**config.mk**
```make
export PLATFORM = sky130hd
export DESIGN_NAME = bkm_bus_master
export DESIGN_NICKNAME = d
export VERILOG_FILES = /design/src/rtl/bkm_bus_master.sv
export SDC_FILE = /design/constraint.sdc
export NUM_CORES = 1
export LEC_CHECK = 0
export ABC_AREA = 1
export BUFFER_PORTS_ARGS = -buffer_cell sky130_fd_sc_hd__buf_2
export CAP_MARGIN = 10
export CORE_ASPECT_RATIO = 0.8
export CORE_UTILIZATION = 45
export CTS_BUF_LIST = sky130_fd_sc_hd__clkbuf_16
export CTS_CLUSTER_DIAMETER = 100
export DETAILED_ROUTE_END_ITERATION = 10
export PLACE_DENSITY = 0.65
export SLEW_MARGIN = 20
export SYNTH_ARGS = -nofsm -noshare
export SYNTH_HDL_FRONTEND = slang
export SYNTH_SLANG_ARGS = --single-unit
export TNS_END_PERCENT = 30
```
**constraint.sdc**
```tcl
create_clock -name clk_50mhz_in -period 3.7 [get_ports clk_50mhz_in]
set_clock_uncertainty 0.2 [all_clocks]
set_input_delay 0.74 -clock clk_50mhz_in [delete_from_list [all_inputs] [get_ports clk_50mhz_in]]
set_output_delay 0.74 -clock clk_50mhz_in [all_outputs]
set_load 0.005 [all_outputs]
```
**src/rtl/bkm_bus_master.sv**
```systemverilog
// -----------------------------------------------------------------------------
// bkm_bus_master
//   Single-slot card bus master. Accepts one read or write command at a time
//   and plays it out on the card bus as six equal-length phases:
//   address setup/strobe/hold and then data setup/strobe/hold. A one-clock DONE
//   state follows and raises rsp_valid. On the wire all address and data bits
//   are inverted. After module reset the card is held in bus reset for
//   BUS_RESET_CYCLES clocks before the first command is accepted.
//
// Ports
//   clk_50mhz_in  : single clock, rising edge
//   reset_x       : asynchronous active-low reset
//   cmd_valid/cmd_ready, cmd_write, cmd_addr, cmd_wdata : command handshake
//   rsp_valid, rsp_rdata : completion pulse and read data (held until the
//                          next read completes)
//   slot_x_int_x, clk_rw, ax_d, r_wx, ad_out, ad_oe_x : bus outputs (registered)
//   ad_in         : bus sample
//   bus_reset_x   : active-low reset to the card
//   irq_x         : card interrupt (active-low, asynchronous)
//   irq_pending   : synchronised active-high interrupt level
// -----------------------------------------------------------------------------
module bkm_bus_master #(
   parameter int PHASE_CYCLES     = 25,
   parameter int BUS_RESET_CYCLES = 50
) (
   input  logic       clk_50mhz_in,
   input  logic       reset_x,
   input  logic       cmd_valid,
   output logic       cmd_ready,
   input  logic       cmd_write,
   input  logic [7:0] cmd_addr,
   input  logic [7:0] cmd_wdata,
   output logic       rsp_valid,
   output logic [7:0] rsp_rdata,
   output logic       slot_x_int_x,
   output logic       clk_rw,
   output logic       ax_d,
   output logic       r_wx,
   output logic [7:0] ad_out,
   output logic       ad_oe_x,
   input  logic [7:0] ad_in,
   output logic       bus_reset_x,
   input  logic       irq_x,
   output logic       irq_pending
);

   localparam logic [3:0] ST_BUSRST      = 4'd0;
   localparam logic [3:0] ST_IDLE        = 4'd1;
   localparam logic [3:0] ST_ADDR_SETUP  = 4'd2;
   localparam logic [3:0] ST_ADDR_STROBE = 4'd3;
   localparam logic [3:0] ST_ADDR_HOLD   = 4'd4;
   localparam logic [3:0] ST_DATA_SETUP  = 4'd5;
   localparam logic [3:0] ST_DATA_STROBE = 4'd6;
   localparam logic [3:0] ST_DATA_HOLD   = 4'd7;
   localparam logic [3:0] ST_DONE        = 4'd8;

   localparam logic [7:0]  C_PHASE_LOAD = 8'(PHASE_CYCLES - 1);
   localparam logic [15:0] C_BRST_LOAD  = 16'(BUS_RESET_CYCLES - 1);

   logic [3:0]  r_state;
   logic [7:0]  r_phase_cnt;
   logic [15:0] r_brst_cnt;
   logic        r_write;
   logic [7:0]  r_addr;
   logic [7:0]  r_wdata;
   logic [7:0]  r_cap;
   logic        r_cmd_ready;
   logic        r_rsp_valid;
   logic [7:0]  r_rsp_rdata;
   logic        r_slot;
   logic        r_clk_rw;
   logic        r_ax_d;
   logic        r_r_wx;
   logic [7:0]  r_ad_out;
   logic        r_ad_oe_x;
   logic        r_bus_reset_x;
   logic        r_irq_meta;
   logic        r_irq_sync;

   logic [3:0]  w_state_next;
   logic [7:0]  w_phase_next;
   logic [15:0] w_brst_next;
   logic        w_accept;
   logic        w_phase_last;
   logic        w_write_next;
   logic [7:0]  w_addr_next;
   logic [7:0]  w_wdata_next;
   logic        w_capture;
   logic        w_slot_next;
   logic        w_clk_rw_next;
   logic        w_ax_d_next;
   logic        w_r_wx_next;
   logic [7:0]  w_ad_out_next;
   logic        w_ad_oe_x_next;

   // -------------------------------------------------------------------------
   // Next-state logic
   // -------------------------------------------------------------------------
   always_comb begin
      w_accept     = r_cmd_ready & cmd_valid;
      w_phase_last = (r_phase_cnt == 8'd0);
      w_state_next = r_state;
      w_brst_next  = r_brst_cnt;

      case (r_state)
         ST_BUSRST: begin
            if (r_brst_cnt == 16'd0) w_state_next = ST_IDLE;
            else                     w_brst_next  = r_brst_cnt - 16'd1;
         end
         ST_IDLE:        if (w_accept)     w_state_next = ST_ADDR_SETUP;
         ST_ADDR_SETUP:  if (w_phase_last) w_state_next = ST_ADDR_STROBE;
         ST_ADDR_STROBE: if (w_phase_last) w_state_next = ST_ADDR_HOLD;
         ST_ADDR_HOLD:   if (w_phase_last) w_state_next = ST_DATA_SETUP;
         ST_DATA_SETUP:  if (w_phase_last) w_state_next = ST_DATA_STROBE;
         ST_DATA_STROBE: if (w_phase_last) w_state_next = ST_DATA_HOLD;
         ST_DATA_HOLD:   if (w_phase_last) w_state_next = ST_DONE;
         ST_DONE:                          w_state_next = ST_IDLE;
         default:                          w_state_next = ST_BUSRST;
      endcase

      // Reload on every state change so each phase starts from a full count;
      // otherwise count down and park at zero.
      if (w_state_next != r_state)  w_phase_next = C_PHASE_LOAD;
      else if (!w_phase_last)       w_phase_next = r_phase_cnt - 8'd1;
      else                          w_phase_next = r_phase_cnt;

      w_write_next = w_accept ? cmd_write : r_write;
      w_addr_next  = w_accept ? cmd_addr  : r_addr;
      w_wdata_next = w_accept ? cmd_wdata : r_wdata;

      // Sample on the edge that ends the data strobe.
      w_capture = (r_state == ST_DATA_STROBE) && (w_state_next == ST_DATA_HOLD) && !r_write;
   end

   // -------------------------------------------------------------------------
   // Bus output decode from the NEXT state, so that the registered outputs
   // change on the same edge as the state and are glitch-free.
   // -------------------------------------------------------------------------
   always_comb begin
      w_slot_next    = 1'b1;
      w_clk_rw_next  = 1'b1;
      w_ax_d_next    = 1'b1;
      w_r_wx_next    = 1'b1;
      w_ad_out_next  = 8'hFF;
      w_ad_oe_x_next = 1'b1;

      case (w_state_next)
         ST_ADDR_SETUP, ST_ADDR_STROBE, ST_ADDR_HOLD: begin
            w_slot_next    = 1'b0;
            w_clk_rw_next  = (w_state_next != ST_ADDR_STROBE);
            w_ax_d_next    = 1'b0;
            w_r_wx_next    = 1'b0;
            w_ad_out_next  = ~w_addr_next;
            w_ad_oe_x_next = 1'b0;
         end
         ST_DATA_SETUP, ST_DATA_STROBE, ST_DATA_HOLD: begin
            w_slot_next   = 1'b0;
            w_clk_rw_next = (w_state_next != ST_DATA_STROBE);
            w_ax_d_next   = 1'b1;
            w_r_wx_next   = ~w_write_next;
            if (w_write_next) begin
               w_ad_out_next  = ~w_wdata_next;
               w_ad_oe_x_next = 1'b0;
            end
         end
         default: begin
         end
      endcase
   end

   // -------------------------------------------------------------------------
   // Registers
   // -------------------------------------------------------------------------
   always_ff @(posedge clk_50mhz_in or negedge reset_x) begin
      if (!reset_x) begin
         r_state       <= ST_BUSRST;
         r_phase_cnt   <= C_PHASE_LOAD;
         r_brst_cnt    <= C_BRST_LOAD;
         r_write       <= 1'b0;
         r_addr        <= 8'h00;
         r_wdata       <= 8'h00;
         r_cap         <= 8'h00;
         r_cmd_ready   <= 1'b0;
         r_rsp_valid   <= 1'b0;
         r_rsp_rdata   <= 8'h00;
         r_slot        <= 1'b1;
         r_clk_rw      <= 1'b1;
         r_ax_d        <= 1'b1;
         r_r_wx        <= 1'b1;
         r_ad_out      <= 8'hFF;
         r_ad_oe_x     <= 1'b1;
         r_bus_reset_x <= 1'b0;
      end else begin
         r_state       <= w_state_next;
         r_phase_cnt   <= w_phase_next;
         r_brst_cnt    <= w_brst_next;
         r_write       <= w_write_next;
         r_addr        <= w_addr_next;
         r_wdata       <= w_wdata_next;
         r_cmd_ready   <= (w_state_next == ST_IDLE);
         r_rsp_valid   <= (w_state_next == ST_DONE);
         r_slot        <= w_slot_next;
         r_clk_rw      <= w_clk_rw_next;
         r_ax_d        <= w_ax_d_next;
         r_r_wx        <= w_r_wx_next;
         r_ad_out      <= w_ad_out_next;
         r_ad_oe_x     <= w_ad_oe_x_next;
         r_bus_reset_x <= (w_state_next != ST_BUSRST);
         if (w_capture) r_cap <= ad_in;
         if ((w_state_next == ST_DONE) && !r_write) r_rsp_rdata <= ~r_cap;
      end
   end

   // Interrupt synchroniser; resets to the inactive (high) line level.
   always_ff @(posedge clk_50mhz_in or negedge reset_x) begin
      if (!reset_x) begin
         r_irq_meta <= 1'b1;
         r_irq_sync <= 1'b1;
      end else begin
         r_irq_meta <= irq_x;
         r_irq_sync <= r_irq_meta;
      end
   end

   assign cmd_ready    = r_cmd_ready;
   assign rsp_valid    = r_rsp_valid;
   assign rsp_rdata    = r_rsp_rdata;
   assign slot_x_int_x = r_slot;
   assign clk_rw       = r_clk_rw;
   assign ax_d         = r_ax_d;
   assign r_wx         = r_r_wx;
   assign ad_out       = r_ad_out;
   assign ad_oe_x      = r_ad_oe_x;
   assign bus_reset_x  = r_bus_reset_x;
   assign irq_pending  = ~r_irq_sync;

endmodule

```
[Word level (Yosys, flattened, before mapping)]
Cells that the tools add are included.
Storage, ports and cells
  register bits after elaboration: 79
  input port bits: 29
  logic and storage cells: 82
Operators by class
  add/sub/neg operators: 2
  equality and inequality tests: 20
  multiplexer cells: 22
  bitwise operators: 7
  reduce and logical (&&, ||, !) cells: 12
Operators by type and width (count)
  8-bit two-way mux: 5
  4-bit case mux with 9 select lines: 1
  4-bit by 3-bit equality test with 1-bit output, second input constant: 8
  4-bit two-way mux: 8
  8-bit NOT: 3
  4-bit by 2-bit equality test with 1-bit output, second input constant: 4
  16-bit logical NOT: 1
  8-bit case mux with 2 select lines: 1
  16-bit by 1-bit subtractor with 16-bit output, second input constant: 1
  4-bit by 1-bit equality test with 1-bit output, second input constant: 2
  4-bit equality test, second input constant: 2
  8-bit logical NOT: 1
  8-bit by 1-bit subtractor with 8-bit output, second input constant: 1
  1-bit case mux with 2 select lines: 3
  3-bit OR reduction: 2
  6-bit OR reduction: 1
  4-bit logical NOT: 1
  1-bit two-way mux: 4
  4-bit by 2-bit inequality test with 1-bit output, second input constant: 1
  4-bit by 3-bit inequality test with 1-bit output, second input constant: 1
  4-bit inequality test: 1
  4-bit nonzero test: 1
  1-bit logical AND: 3
  1-bit NOT: 3
  4 further kinds: 4

[Longest topological paths before layout]
Gate-level depths: netlist (run 1).
  depth after elaboration: 6
  depth in mapped cells: 14
  gate-level depth less buffers: 14

[Worst setup path before layout (run 1)]
OpenSTA, ideal clock, no wires.
  kind: input to register
  start point: input cmd_valid
  end point: register r_phase_cnt[0]
  library setup time: 69 ps
  arrival: 1758 ps
  setup slack: 1673 ps
  stages on the path: 10
  cells stage by stage: nand2_1 nand3_1 nand2_1 a21oi_2 nand2_2 nor2_8 inv_4 a21oi_4 inv_2 nor2_2
On the way
  longest elaborated chain between the ends: 5
Ends and longest elaborated chain
  start: declaration: line 28  | input logic cmd_valid,
  1-bit AND *: line 100  | w_accept = r_cmd_ready & cmd_valid;
  4-bit two-way mux *: line 110  | ST_IDLE: if (w_accept) w_state_next = ST_ADDR_SETUP;
  4-bit case mux with 9 select lines *: line 105  | case (r_state)
  named net w_state_next[0]: line 80  | logic [3:0] w_state_next;
  4-bit inequality test *: line 123  | if (w_state_next != r_state) w_phase_next = C_PHASE_LOAD;
  2-bit by 1-bit inequality test with 1-bit output (no source line) / 8-bit two-way mux (equally long branches)
  end signal: assignment: line 195  | r_phase_cnt <= w_phase_next;
  end: declaration: line 61  | logic [7:0] r_phase_cnt;
Mark *: on every way through the listed nets, which the timed path passes. The rest lies on a longest branch.
A chain may end at the register's enable or synchronous reset.

[Final worst setup path (run 1)]
  start point: register r_phase_cnt[0]
  end point: register r_ad_out[6], in the netlist ad_out[6]
On the way
  longest elaborated chain between the ends: 6
Ends and longest elaborated chain
  8-bit logical NOT *: line 101  | w_phase_last = (r_phase_cnt == 8'd0);
  4-bit two-way mux, or another cell as far along: line 116  | ST_DATA_HOLD: if (w_phase_last) w_state_next = ST_DONE;
  4-bit case mux with 9 select lines *: line 105
  4-bit by 3-bit equality test with 1-bit output / 4-bit by 2-bit equality test with 1-bit output (equally long branches): line 147  | case (w_state_next)
  3-bit OR reduction: line 147
  8-bit case mux with 2 select lines *: line 147
  named net w_ad_out_next[6]: line 93  | logic [7:0] w_ad_out_next;
  end signal: assignment: line 206  | r_ad_out <= w_ad_out_next;
  end: declaration: line 74  | logic [7:0] r_ad_out;
Marked as above.

==> results of run 1 <==
## placed cells by master (no fill, tap or decap), types with 3 or more instances in the layout
cell and count:
o21ai_0 13, nor2_1 26, clkinvlp_4 3, mux2_2 16
nand3_2 4, nor2_4 4, dfrtp_1 59, dfstp_2 19
nand4_1 5, o21ai_1 9, nand3_1 24, clkbuf_16 9
nand2_4 4, nor2_2 14, xnor2_1 6, xor2_1 10
nand2_2 8, inv_1 37, nand2_1 79, buf_2 52
inv_2 8
## final timing paths
| kind | startpoint | to | slack (ps) |
|---|---|---|---|
| setup / recovery | r_phase_cnt[0]$_DFFE_PN0P_ | ad_out[6]$_DFF_PN1_ | 1330 |
| hold / removal | r_irq_meta$_DFF_PN1_ | r_irq_sync$_DFF_PN1_ | 160 |
| setup reg to reg | r_phase_cnt[0]$_DFFE_PN0P_ | ad_out[6]$_DFF_PN1_ | 1330 |
| hold reg to reg | r_irq_meta$_DFF_PN1_ | r_irq_sync$_DFF_PN1_ | 160 |
| max in group asynchronous | reset_x | r_addr[1]$_DFF_PN0_ | 2320 |
| min in group asynchronous | reset_x | r_brst_cnt[3]$_DFFE_PN0P_ | 350 |
## worst register-to-register path, cell delays in order, from the launching register on
cell     delay (ps)
dfrtp_1         380
inv_1           100
ha_1            190
nand2_2         110
nor2_4          230
a31oi_1         160
nor2_2          470
nand3_2         140
nand2_2         180
nand2_1          90
nand3_1          80
## metal layers
metal	up-vias	global-route usage [%]	wire length, µm
li1	1277	-	-
met1	1202	23.8	3220
met2	51	28.9	3030
met3	12	6.30	323
met4	0	8.99	127
met5	-	0	0
## layout make-up
type | count | area (µm²)
Sequential cell | 78 | 1980
Clock inverter | 7 | 48.8
Tap cell | 105 | 131
Clock buffer | 9 | 225
Timing Repair Buffer | 54 | 275
Inverter | 47 | 180
Fill cell | 681 | 3310
Multi-Input combinational cell | 236 | 1390
## where the power goes
group / internal (µW) / leakage (µW) / switching, µW
clock: 453 / 0.000125 / 353
sequential: 860 / 0.000955 / 2.30
combinational: 14.1 / 0.00110 / 21.0
## flip-flops by register name (all words and copies together) (netlist names), 4 cells and up
| signal | flops |
|---|---|
| r_brst_cnt | 16 |
| ad_out | 8 |
| r_addr | 8 |
| r_cap | 8 |
| r_phase_cnt | 8 |
| r_wdata | 8 |
| rsp_rdata | 8 |
| r_state | 4 |
## metrics by stage
step	instance area, µm²	total power [µW]	hold WS [ps]
6_report	4230	1700	159
5_1_grt	4230	1770	164
4_1_cts	4230	1730	161
3_5_place_dp	3950	915	151
3_3_place_gp	3950	914	148
2_1_floorplan	3570	881	145
## logic make-up (layout without fill, tap and decap cells)
logic type,after synthesis,in the layout,share of synthesized area (%)
fa+ha+maj,2,2,0.701
buf+inv,52,117,5.78
compound gates,28,28,4.59
simple gates,174,174,24.6
xor+xnor,16,16,3.92
mux,16,16,5.05
flops,78,78,55.3
==> summary.md, run 1 <==
| Metric | Value |
|---|---|
| Hold violation count in the final report | 0 |
| Flip-flop and latch count after synthesis | 78 |
| Nature of the critical path endpoint | flop |
| Setup repair after global routing missed its margin | false |
| Max capacitance violation total | 0 |
| Worst setup margin | between 1000 and 1500 ps |
| Cell variety after synth | 34 |
| Data arrival time of the worst path | 2450 ps |
| Total leakage power | 0.00218 µW |
| Number of warnings reported in the yosys synthesis log | 0 |
| Max Slew Vio Count | 0 |
| Result of the run | finished clean |
| Number of clock sinks | 78 |
| Worst slack after detailed placement | 1140 ps |
| Antenna violations before repair | 0 |
| Number of standard-cell rows in the floorplan | 28 |
| Post-route core utilization | 56.1% |
| # DRC | 0 |
| Final-stage net count | 457 |
| Fraction of registers with async set/reset | 100% |
| Transition time at the pin with the least slew margin | just under 1000 ps |
| Worst Setup Path Type | flop to flop |
| Buffers added on ports | between 50 and 60 |
| Hold Path Stages | 0 |
| Remaining global-route overflow | 0 |
| Largest area contributor in the netlist | dfrtp_1 |
| Number of enable-type register cells in the synthesized netlist | 0 |
| Maximum number of pins on one net before global-route repair | 79 |
| Count of vias placed by the detailed router | 2542 |
| Crit-path max cell delay | 470 ps |
| Portion of synthesized cell area occupied by the leading cell type | 41.3% |
| Final cell count without fillers | between 500 and 600 |
| Max FO, Critical Path | 14 |
| Most frequent cell on the critical path | nand2_2 |
| Post-synthesis sequential area ratio | 55.3% |
| Ratio of total power to cell area | 403 mW/mm² |
| Die height | roughly 80 µm |
| Final clock period utilization by the worst path | 64.1% |
| Post-DP HPWL | 4.62 mm |
| List of cells traversed by the critical path | inv_1, ha_1, nand2_2, nor2_4, a31oi_1, nor2_2, nand3_2, nand2_2, nand2_1, nand3_1 |
| Vias per inst | between 4 and 5 |
| Maximum ir drop on the vdd rail | about 280 µV |
| Top_reg_cell synth | dfrtp_1 |
| Post-route minimum period | 2370 ps |
| Count of hold-fix buffers inserted at cts | 0 |
| Boundary Pins | 54 |
| Bufs and invs on worst path | 1 |
| Vias in the first global route | 2588 |
| Slowest cell on crit path | nor2_2 |
| Count of inserted antenna diode cells | 0 |
| Number of design-rule violations left by the first detailed-router iteration | between 100 and 150 |
| CTS Buffer Depth | 2 |
| Worst Reg-to-Reg Cells | 10 |
| Post-synthesis instance total | between 300 and 400 |
| Most used standard cells in the synthesized netlist | nand2_1 (79), dfrtp_1 (59), inv_1 (37) |
| CTS root buf | clkbuf_16 |
| WP data required | 3780 ps |
| Max Fclk | 0.422 GHz |
| First-pass GRT wire length | 11.6 mm |
| Worst setup SP type | flop |
| Worst relative slew slack | 35.7% |
| Buffer count from post-CTS setup fixing | 0 |
| Mean cell area of the mapped netlist | 9.76 µm² |
| Drt first pass iters | 4 |
| Floorplan die width | approximately 100 µm |
| Resized cells post-CTS | 0 |
| # setup viols final | 0 |
| Clock latency on the worst-skew pair | around 340 ps |
| CORE AREA | 0.00753 mm² |
| Crit. path cell count | 10 |
| Post-synth net total | 397 |
| Aggregate global-route resource usage | between 10% and 20% |
| Final RePlAce weighted congestion | 0.874 |
| Wirelength per Cell | 12.5 µm |
| Initial standard-cell utilization of the core | 47.4% |
| TritonCTS Buffers | 9 |
| Post-synthesis instance area | 0.00357 mm² |
| DRT antenna net count | 0 |
| CTS tree | done |
| Die outline area | 0.00830 mm² |
| Reg clk slew, reported paths | 60 ps |
| CP delay by family, top | simple AND/OR/NAND/NOR gates |
| Synth-to-layout area growth | 18.3% |
| HP Class | flop to flop |
| Total wire length after detailed routing | 6.70 mm |
| Cell with the most instances after synthesis | nand2_1 |
| Number of placed instances with taps included | 520 |
| Largest cells by area after synthesis | dfrtp_1 (41%), dfstp_2 (14%), nand2_1 (8.3%) |
| Htree depth | 3 |
| Setup TNS | 0 ps |
| Fraction of layout instances using a drive strength above 1 | a little over a third |
Note: power is estimated with default switching activity, not from simulation.
==> inputs of run 2 (changes only) <==
==> constraint.sdc (replaced) <==
create_clock -name clk_50mhz_in -period 2.2 [get_ports clk_50mhz_in]
set_clock_uncertainty 0.2 [all_clocks]
set_input_delay 0.44 -clock clk_50mhz_in [delete_from_list [all_inputs] [get_ports clk_50mhz_in]]
set_output_delay 0.44 -clock clk_50mhz_in [all_outputs]
set_load 0.005 [all_outputs]
==> run 2 against run 1 <==
Net effect: clock power rose by 84%; largest cell class unchanged; register-to-register slack got worse by 1200 ps; sequential share of layout area shrank 1.3 points; first-iteration DRC count down 0.75%; via count rose by 1.1%.
==> summary.md, run 2 (synthesized netlist as in run 1, its figures left out) <==
| Metric | Value |
|---|---|
| Max reg flops | 16 (unchanged) |
| Number of design-rule violations left by the first detailed-router iteration | 132 (-0.75%) |
| Worst Setup Path Type | flop to flop |
| # setup viols final | 0 (unchanged) |
| Count of inserted antenna diode cells | 0 (unchanged) |
| Vias in the first global route | 2471 (-4.5%) |
| Count of vias placed by the detailed router | 2570 (+1.1%) |
| Setup TNS | 0 ps (unchanged) |
| Remaining global-route overflow | 0 (unchanged) |
| TritonCTS Buffers | 9 (unchanged) |
| Synth-to-layout area growth | 21.6% |
| Total power draw | 3000 µW (+76%) |
| Reg clk slew, reported paths | 60 ps (about the same) |
| Ratio of total power to cell area | 691 mW/mm² (+71%) |
| Final RePlAce weighted congestion | 0.892 (+2.0%) |
| Vias per inst | 4.75 (+0.17%) |
| # DRC | 0 (unchanged) |
| CTS Buffer Depth | 2 (unchanged) |
| Worst setup margin | 96.1 ps (-1230 ps) |
| Worst setup SP type | flop |
| WP data required | 2260 ps (-1520 ps) |
| Post-route minimum period | 2100 ps (-268 ps) |
| First-pass GRT wire length | 11.6 mm (+0.18%) |
| Worst relative slew slack | 66.3% (+31 points) |
| DRT antenna net count | 0 (unchanged) |
| List of cells traversed by the critical path | inv_1, ha_2, nand2_2, nor2_4, a31oi_1, nor2_2, buf_4, nand2_1, o21ai_1 |
| Nature of the critical path endpoint | flop |
| Die outline area | 0.00830 mm² (unchanged) |
| Fill count | 687 (+0.88%) |
| Result of the run | finished clean |
| Number of standard-cell rows in the floorplan | 28 (unchanged) |
| Wirelength per Cell | 12.7 µm (+1.3%) |
| Data arrival time of the worst path | 2170 ps (-280 ps) |
| Clock latency on the worst-skew pair | 330 ps (about the same) |
| Maximum number of pins on one net before global-route repair | 39 (-51%) |
| Number of placed instances with taps included | 523 (+0.58%) |
| Floorplan die width | 102 µm (unchanged) |
| Crit-path max cell delay | 380 ps (-90 ps) |
| Hold Path Stages | 2 (+2) |
| Crit. path cell count | 9 (-1) |
| Initial standard-cell utilization of the core | 47.4% (unchanged) |
| Number of clock sinks | 78 (unchanged) |
| Fraction of layout instances using a drive strength above 1 | 37.4% (+1.7 points) |
| Max Slew Vio Count | 0 (unchanged) |
| Maximum ir drop on the vdd rail | 416 µV (+50%) |
| Total wire length after detailed routing | 6.85 mm (+2.2%) |
| Minimum hold slack | 132 ps (-26.8 ps) |
| Transition time at the pin with the least slew margin | 506 ps (-459 ps) |
| Most common cell after layout, fill and taps aside | nand2_1 |
| Setup repair after global routing missed its margin | true |
| Final-stage net count | 462 (+1.1%) |
| Final cell count without fillers | 541 (+0.93%) |
| Leading cell types in the layout, fill and taps excluded | nand2_1 (76), dfrtp_1 (59), buf_2 (52) |
| CTS tree | done |
| Largest reg by FF count | r_brst_cnt |
| CORE AREA | 0.00753 mm² (unchanged) |
| Worst slack after detailed placement | 81.3 ps (-1060 ps) |
| Post-DP HPWL | 4.78 mm (+3.4%) |
| Hold violation count in the final report | 0 (unchanged) |
| Max FO, Critical Path | 9 (-5) |
| Max capacitance violation total | 0 (unchanged) |
| HP Class | input port to flop |
| Slowest cell on crit path | dfrtp_1 |
| CTS root buf | clkbuf_16 |
| Htree depth | 3 (unchanged) |
| Boundary Pins | 54 (unchanged) |
| Antenna violations before repair | 1 (+1) |
| Buffers added on ports | 53 (unchanged) |
| Die height | 81.7 µm (unchanged) |
| Worst Reg-to-Reg Cells | 9 (-1) |
| CP delay by family, top | simple AND/OR/NAND/NOR gates |
| Total leakage power | 0.00223 µW (+2.2%) |
| Bufs and invs on worst path | 2 (+1) |
| Drt first pass iters | 4 (unchanged) |
| Max Fclk | 0.475 GHz (+13%) |
| Final clock period utilization by the worst path | 95.6% (+32 points) |
| Aggregate global-route resource usage | 18.8% (+0.056 points) |
## run 2: cell types whose count changed in the layout (fill, tap and decap cells not counted), sizes merged
| cell | before | now |
|---|---|---|
| dlygate4sd3 | 0 | 2 |
| bufinv | 0 | 1 |
| clkinv | 4 | 3 |
| inv | 47 | 48 |
| clkinvlp | 3 | 2 |
| buf | 54 | 57 |
## run 2: layout make-up
cell class	instances	area [µm²]	share of cell area (%)
Sequential cell	78	1980	45.5
Multi-Input combinational cell	236	1430	32.9
Timing Repair Buffer	59	330	7.61
Clock buffer	9	225	5.19
Inverter	47	180	4.15
Tap cell	105	131	3.03
Clock inverter	7	72.6	1.67
## run 2: per-stage QoR
| step | instance area, µm² | util [%] |
|---|---|---|
| floorplan | 3570 | - |
| global placement | 3990 | 52.9 |
| detailed placement | 3990 | 52.9 |
| CTS | 4300 | 57.1 |
| global route | 4340 | 57.6 |
| finish | 4340 | 57.6 |
## run 2: what timing repair did
| item | 4_1_cts | 5_1_grt |
|---|---|---|
| buffers inserted | 0 | 0 |
| endpoints found under the hold margin | 23 | 0 |
| setup endpoints to repair | 0 | 29 |
| resized for setup | 0 | 9 |
| hold buffers | 2 | 0 |
## run 2: power breakdown
group / internal (µW) / leakage, µW / switching (µW) / total (µW)
clock: 882 / 0.000142 / 598 / 1480
combinational: 30.8 / 0.00113 / 37.1 / 67.9
sequential: 1450 / 0.000955 / 3.70 / 1450
total: 2360 / 0.00223 / 638 / 3000
## run 2: path summary, 6_finish.rpt
| kind | endpoint | from | slack [ps] |
|---|---|---|---|
| setup / recovery | ad_oe_x$_DFF_PN1_ | r_phase_cnt[0]$_DFFE_PN0P_ | 100 |
| hold / removal | r_cap[1]$_DFFE_PN0P_ | ad_in[1] | 130 |
| setup reg to reg | ad_oe_x$_DFF_PN1_ | r_phase_cnt[0]$_DFFE_PN0P_ | 100 |
| hold reg to reg | r_irq_sync$_DFF_PN1_ | r_irq_meta$_DFF_PN1_ | 160 |
| max in group asynchronous | rsp_rdata[6]$_DFFE_PN0P_ | reset_x | 740 |
| min in group asynchronous | r_state[0]$_DFF_PN0_ | reset_x | 420 |
## run 2: per-layer routing
layer  part of all wire [%]  up-vias  track usage, %
li1                       -     1290               -
met1                     49     1215            25.7
met3                    5.0        7            6.04
met2                     45       58            28.3
met4                   0.98        0            6.09
met5                      0        -               0
